**src/rtl/y_pulse_meter.sv**
```systemverilog
`default_nettype none
// ---------------------------------------------------------------------------
// y_pulse_meter : measures high-pulse lengths on y_in, queues them in a FWFT FIFO
// Rev 1.0
// ---------------------------------------------------------------------------
module y_pulse_meter #(
  parameter int CNT_W      = 8,
  parameter int FIFO_DEPTH = 4,
  parameter int MIN_LEN    = 1
) (
  input  logic             clk,
  input  logic             rst_n,
  input  logic             clr,
  input  logic             y_in,
  output logic             m_valid,
  input  logic             m_ready,
  output logic [CNT_W-1:0] m_len,
  output logic             m_sat,
  output logic             busy,
  output logic             ovf_sticky
);

  localparam int               PTR_W     = $clog2(FIFO_DEPTH);
  localparam logic [CNT_W-1:0] CNT_MAX   = {CNT_W{1'b1}};
  localparam logic [CNT_W-1:0] MIN_LEN_C = CNT_W'(MIN_LEN);
  localparam logic [PTR_W:0]   DEPTH_C   = (PTR_W + 1)'(FIFO_DEPTH);

  typedef enum logic [1:0] {
    ST_ARM   = 2'd0,
    ST_IDLE  = 2'd1,
    ST_COUNT = 2'd2
  } state_e;

  state_e           state_q;
  logic             y_q;
  logic             ysmp_q;
  logic [CNT_W-1:0] cnt_q;
  logic             sat_q;
  logic             push_q;
  logic [CNT_W:0]   rec_q;

  logic [CNT_W:0]   mem_q [FIFO_DEPTH];
  logic [PTR_W-1:0] wr_ptr_q;
  logic [PTR_W-1:0] rd_ptr_q;
  logic [PTR_W:0]   count_q;
  logic             ovf_q;

  logic w_empty;
  logic w_full;
  logic w_pop;
  logic w_push;
  logic w_drop;

  // ysmp_q marks that y_q holds a real sample, so ARM cannot mistake the
  // reset value of y_q for the end of a pulse that was already in progress.
  always_ff @(posedge clk or negedge rst_n) begin
    if (!rst_n) begin
      y_q    <= 1'b0;
      ysmp_q <= 1'b0;
    end else begin
      y_q    <= y_in;
      ysmp_q <= 1'b1;
    end
  end

  always_ff @(posedge clk or negedge rst_n) begin
    if (!rst_n) begin
      state_q <= ST_ARM;
      cnt_q   <= '0;
      sat_q   <= 1'b0;
      push_q  <= 1'b0;
      rec_q   <= '0;
    end else if (clr) begin
      state_q <= ST_ARM;
      cnt_q   <= '0;
      sat_q   <= 1'b0;
      push_q  <= 1'b0;
    end else begin
      push_q <= 1'b0;
      case (state_q)
        ST_ARM: begin
          if (ysmp_q && !y_q) state_q <= ST_IDLE;
        end
        ST_IDLE: begin
          if (y_q) begin
            state_q <= ST_COUNT;
            cnt_q   <= CNT_W'(1);
            sat_q   <= 1'b0;
          end
        end
        ST_COUNT: begin
          if (y_q) begin
            if (cnt_q == CNT_MAX) sat_q <= 1'b1;
            else                  cnt_q <= cnt_q + 1'b1;
          end else begin
            state_q <= ST_IDLE;
            push_q  <= sat_q || (cnt_q >= MIN_LEN_C);
            rec_q   <= {sat_q, cnt_q};
          end
        end
        default: state_q <= ST_ARM;
      endcase
    end
  end

  assign w_empty = (count_q == '0);
  assign w_full  = (count_q == DEPTH_C);
  assign w_pop   = !w_empty && m_ready;
  assign w_push  = push_q && (!w_full || w_pop);
  assign w_drop  = push_q && w_full && !w_pop;

  always_ff @(posedge clk or negedge rst_n) begin
    if (!rst_n) begin
      for (int i = 0; i < FIFO_DEPTH; i++) mem_q[i] <= '0;
      wr_ptr_q <= '0;
      rd_ptr_q <= '0;
      count_q  <= '0;
      ovf_q    <= 1'b0;
    end else if (clr) begin
      wr_ptr_q <= '0;
      rd_ptr_q <= '0;
      count_q  <= '0;
      ovf_q    <= 1'b0;
    end else begin
      if (w_push) begin
        mem_q[wr_ptr_q] <= rec_q;
        wr_ptr_q        <= wr_ptr_q + 1'b1;
      end
      if (w_pop) rd_ptr_q <= rd_ptr_q + 1'b1;
      if (w_drop) ovf_q <= 1'b1;
      if (w_push && !w_pop)      count_q <= count_q + 1'b1;
      else if (!w_push && w_pop) count_q <= count_q - 1'b1;
    end
  end

  assign m_valid        = !w_empty;
  assign {m_sat, m_len} = mem_q[rd_ptr_q];
  assign busy           = (state_q == ST_COUNT);
  assign ovf_sticky     = ovf_q;

endmodule
`default_nettype wire

```
**config.mk**
```make
export PLATFORM = sky130hd
export DESIGN_NAME = y_pulse_meter
export DESIGN_NICKNAME = d
export VERILOG_FILES = /design/src/rtl/y_pulse_meter.sv
export SDC_FILE = /design/constraint.sdc
export NUM_CORES = 1
export LEC_CHECK = 0
export BUFFER_PORTS_ARGS = -buffer_cell sky130_fd_sc_hd__buf_2
export CAP_MARGIN = 20
export CORE_AREA = 2 2 68 118
export CTS_CLUSTER_SIZE = 30
export DETAILED_ROUTE_END_ITERATION = 16
export DIE_AREA = 0 0 70 120
export PLACE_DENSITY = 0.57
export SETUP_SLACK_MARGIN = 0.05
export SYNTH_ARGS = -nofsm -noshare
export SYNTH_HDL_FRONTEND = slang
export SYNTH_SLANG_ARGS = --single-unit
```
**constraint.sdc**
```tcl
create_clock -name clk -period 6.5 [get_ports clk]
set_input_delay 0 -clock clk [delete_from_list [all_inputs] [get_ports clk]]
set_output_delay 0 -clock clk [all_outputs]
set_load 0.02 [all_outputs]
```
* Word level (Yosys, flattened, before mapping) *
Index checks and enable logic that the tools add are counted.

storage, ports and cells
  logic and storage cells = 98
  flip-flop bits (word level) = 67

cells by class
  equal/unequal tests = 10
  reductions and logical operators = 27
  $lt $le $gt $ge = 4
  $add $sub $neg = 5
  mux-type cells = 33
  bitwise logic cells = 4

operator list
  cell                                                  count
  bitwise mux 36 bit                                    1
  2-to-1 mux 8 bit                                      4
  2-to-1 mux 9 bit                                      3
  binary-select mux 9 bit (select 2 bit)                1
  demux 9 bit (select 2 bit)                            1
  2-to-1 mux 2 bit                                      8
  case mux 8 bit (2 select lines)                       1
  != test 3 bit (second input constant)                 4
  2-to-1 mux 1 bit                                      9
  2-to-1 mux 3 bit                                      3
  adder 8 x 1 -> 8 bit (second input constant)          1
  equality test 8 bit (second input constant)           1
  >= comparator 8 x 1 -> 1 bit (second input constant)  1
  logical AND 1 bit                                     8
  AND reduction 4 bit                                   2
  >= comparator 3 bit (second input constant)           2
  != test 3 x 2 -> 1 bit (second input constant)        2
  inverter 2 -> 3 bit                                   2
  case mux 2 bit (3 select lines)                       1
  AND reduction 3 bit                                   2
  nonzero test 2 bit                                    3
  nonzero test 3 bit                                    2
  logical NOT 1 bit                                     5
  adder 2 x 1 -> 2 bit (second input constant)          2
  12 further kinds                                      14

* Longest topological paths before layout *
  depth in word-level cells = 10
  gate-level depth with buffers = 9
  depth with buffers taken out = 8

* Least setup slack after synthesis *
OpenSTA, ideal clock, no wires.

  path type = reg-to-reg
  from = register count_q[1]
  to = register count_q[2]
  clock period less this slack = 2,384 ps
  library setup time = 136 ps
  stages on the path, launching flop included = 8
  data arrival time = 2,248 ps
  setup slack = 4,116 ps
  cell sequence = dfrtp_1 > nor4b_1 > nand2b_1 > nor2_1 > fa_1 > or3b_2 > a31oi_1 > a21oi_1

between the ends
  word-level cells in the longest chain between the ends = 8
  elaborated cells on any way between the ends = 17

ends and longest elaborated chain
  what                                                                               line  text
  start, declared                                                                    45    logic [PTR_W:0] count_q;
  start signal, assigned                                                             131   if (w_push && !w_pop) count_q <= count_q + 1'b1;
  start signal, assigned                                                             132   else if (!w_push && w_pop) count_q <= count_q - 1'b1;
  parallel branches: the longest is 8 deep, another holds subtractor 3 x 1 -> 3 bit  --

Parallel ways; which one is timed is not known. The select of a mux whose other input is x is not followed.
A chain may end at the register's enable or synchronous reset.

* Final worst setup path *
Ends and elaborated chain as after synthesis.

==> key figures <==
Placement
  • Place WS: 3.85 ns
  • IO Port Bufs: 16
  • Final weighted congestion in routability-driven placement: 0.798
  • Post-DP HPWL: 4180 um

Yosys
  • Area leader, netlist: dfrtp_1
  • Synth Area in Compound Gates: under 10%
  • Synth Area in Adders: 3.33%
  • Simple-gate share of the synthesized area: 10.2%
  • Synth warn: 0
  • Synthesized area: ~0.0032 mm^2
  • Post-synth top flop: dfrtp_1
  • Top cells by area, synth: dfrtp_1 52%, mux2_2 15%, mux4_2 6.3%, ha_1 2.7%, a21oi_1 1.5%
  • Post-synth cell types: 46
  • Yosys reg bits: 67
  • Mux contribution to synthesized area: approximately a quarter
  • Ys async rst share: between 90% and 100%
  • Most frequent cell after synthesis: dfrtp_1
  • Gate Count Post-Synth: 253
  • Largest family of logic cells by synthesized area: multiplexers
  • Post-synth EDFFs: 0
  • Sequential-to-total area share from yosys stat: 51.9%
  • Mean Syn Cell Area: 12.8 um^2
  • Post-synth top cells: 67 x dfrtp_1, 43 x mux2_2, 12 x inv_1, 12 x nand2_1, 10 x a21oi_1
  • Synth Area in XOR/XNOR: 1.36%
  • Syn nets: 266
  • Top-area cell type share of the netlist area: 51.9%

STA
  • Clock skew: between 0.006 and 0.007 ns
  • Setup TNS: 0 ns
  • Final setup fails: 0
  • Final Hold Fails: 0
  • Setup slack after layout: about 3.8 ns
  • Min cycle time layout: approximately 2.7 ns
  • Worst-margin pin slew: 0.866 ns
  • Final Cycle Share: 41.7%
  • Unrepaired setup endpoints after global routing: false
  • Final Max Slew Viols: 0
  • FMAX: 369 MHz
  • Slew headroom: between 40% and 50%

CTS
  • Clock Root Buffer: clkbuf_16
  • CTS H-tree lvls: 3
  • Clock-pin slew on the worst setup and hold paths: 0.05 ns
  • Worst-Skew Late Latency: 0.33 ns
  • Setup Buffers After CTS: 0
  • CTS tree: built
  • TritonCTS buffer count: 9
  • CTS Sinks: 67
  • Clock Path Buffers: 2

Finish
  • Share of cells above drive strength 1: 32.5%
  • N_diodes: 0
  • Nets: 288
  • Syn-to-layout area delta: 14.0%

Critical path
  • Req. time, crit path: roughly 6.7 ns
  • Startpoint types: flop
  • CP endpoint kind: flop
  • CP Class: flop to flop
  • Data arrival time of the critical path: 2.91 ns
  • Crit-path max FO: 7

Detailed routing
  • Detail Route Antenna Nets: 0
  • # DRC: 0
  • Routed vias: 2029
  • Via-per-instance ratio: 5.51
  • Initial DRC Count: 140
  • Post-Route WL: 6270 um
  • Detailed-route wire length per cell: roughly 17 um
  • Drt pass-1 iters: 4

Global routing
  • Vias in the first global route: about 2100
  • Initial antenna violation count: 0
  • Largest net degree at the start of global routing: 68
  • Tot GR Track Use: 16.5%
  • First-pass GRT wire length: 10600 um
  • Grt total ovfl: 0

Die
  • Site row count: 42
  • Starting Density: 43.3%
  • Die ar.: 0.00840 mm^2
  • Core footprint: between 0.007 and 0.008 mm^2
  • Chip height: 120 um
  • Die outline width: around 70 um
  • Boundary Pins: 17

Pwr
  • Static Leak: 1.75 nW
  • VDD IR-drop max: 131 uV
  • PwrDens: around 240 mW/mm^2

Run status
  • Outcome: completed

Job
  • Max Cap Viol: 0

Worst hold path
  • Worst Hold Class: input port to flop
## cell usage in the layout (no fill, tap or decap), drive strengths merged, types with 2 or more instances in the layout
cell and n:
dfrtp 67, mux2 45, buf 17, nand2 16, clkbuf 14, inv 12, a21oi 10, mux4 9
nor2 8, o21ai 8, ha 7, nand2b 6, mux2i 5, nand3 4, nor3 4, nand4 3
and3 3, xor2 3, a31oi 3, nor4b 2, nor4 2, nand3b 2, o21a 2, nor2b 2
and4 2, a211oi 2, a221oi 2, xnor2 2, clkinv 2, dlygate4sd3 2
## layout make-up
| class | instances | area [um^2] |
|---|---|---|
| fillers | 685 | 3780 |
| clock buffers | 14 | 264 |
| multi-input cells | 166 | 1470 |
| inverters | 12 | 45.0 |
| well taps | 88 | 110 |
| flip-flops and latches | 67 | 1680 |
| repair buffers | 19 | 108 |
| clock inverters | 2 | 10.0 |
## through the flow
step	cell area [um^2]	power (mW)	util (%)	hold slack, ns	instances
CTS	3680	0.911	49.4	0.0646	368
detailed placement	3390	0.456	45.4	0.111	350
global placement	3390	0.456	45.4	0.110	350
global route	3680	0.930	49.4	0.0809	368
finish	3680	0.896	49.4	0.0651	368
floorplan	3230	0.443	-	-0.296	253
## flip-flops by register name (all words and copies together), names as in the netlist
name and flops:
push_q 1, y_q 1, count_q 3, mem_q 36
ysmp_q 1, state_q 2, rd_ptr_q 2, sat_q 1
wr_ptr_q 2, rec_q 9, ovf_sticky 1, cnt_q 8
## path summary, 6_finish.rpt
check | startpoint | to | slack (ns) | cells past startpoint
max | count_q[1]$_DFFE_PN0P_ | count_q[2]$_DFFE_PN0P_ | 3.79 | 7
min | clr | rd_ptr_q[1]$_DFFE_PN0P_ | 0.07 | 2
max reg2reg | count_q[1]$_DFFE_PN0P_ | count_q[2]$_DFFE_PN0P_ | 3.79 | 7
min reg2reg | mem_q[6]$_DFFE_PN0P_ | mem_q[6]$_DFFE_PN0P_ | 0.48 | 1
max in group asynchronous | rst_n | mem_q[20]$_DFFE_PN0P_ | 5.53 | 3
min in group asynchronous | rst_n | mem_q[18]$_DFFE_PN0P_ | 0.38 | 3
## kinds of logic (layout without fill, tap and decap cells)
| family | count (synthesis) | in the layout |
|---|---|---|
| AOI/OAI and AO/OA | 35 | 35 |
| xor gates and xnor gates | 5 | 5 |
| adders and majority gates | 8 | 8 |
| buffers and inverters | 20 | 47 |
| DFF | 67 | 67 |
| muxes | 59 | 59 |
| other | 1 | 1 |
| and+or+nand+nor | 58 | 58 |
## worst max-delay path, stage by stage (launching register included)
cell and delay [ns]:
dfrtp_1 0.45, nor4b_1 0.59, nand2b_1 0.27, nor2_1 0.08, fa_1 0.40, or3b_2 0.48, a31oi_1 0.23, a21oi_1 0.09
## where the power goes
part / switching [mW] / internal [mW] / total [mW] / leakage (nW)
clock: 0.168 / 0.278 / 0.446 / 0.137
sequential: 0.00474 / 0.420 / 0.425 / 0.930
combinational: 0.0174 / 0.00728 / 0.0246 / 0.681
total: 0.190 / 0.705 / 0.896 / 1.75
## what timing repair did
item                                    in CTS  in global routing
hold buffers                                 2                  0
hold endpoints to repair                    68                  0
endpoints found under the setup margin       0                  0
resized for setup                            0                  0
## layer usage
layer	global-route usage, %	vias up	part of all wire (%)
li1	-	977	-
met1	20.1	1010	43
met2	27.7	30	52
met3	3.86	12	3.1
met4	7.57	0	2.2
met5	0	-	0
Power figures use the tool's default switching activity.
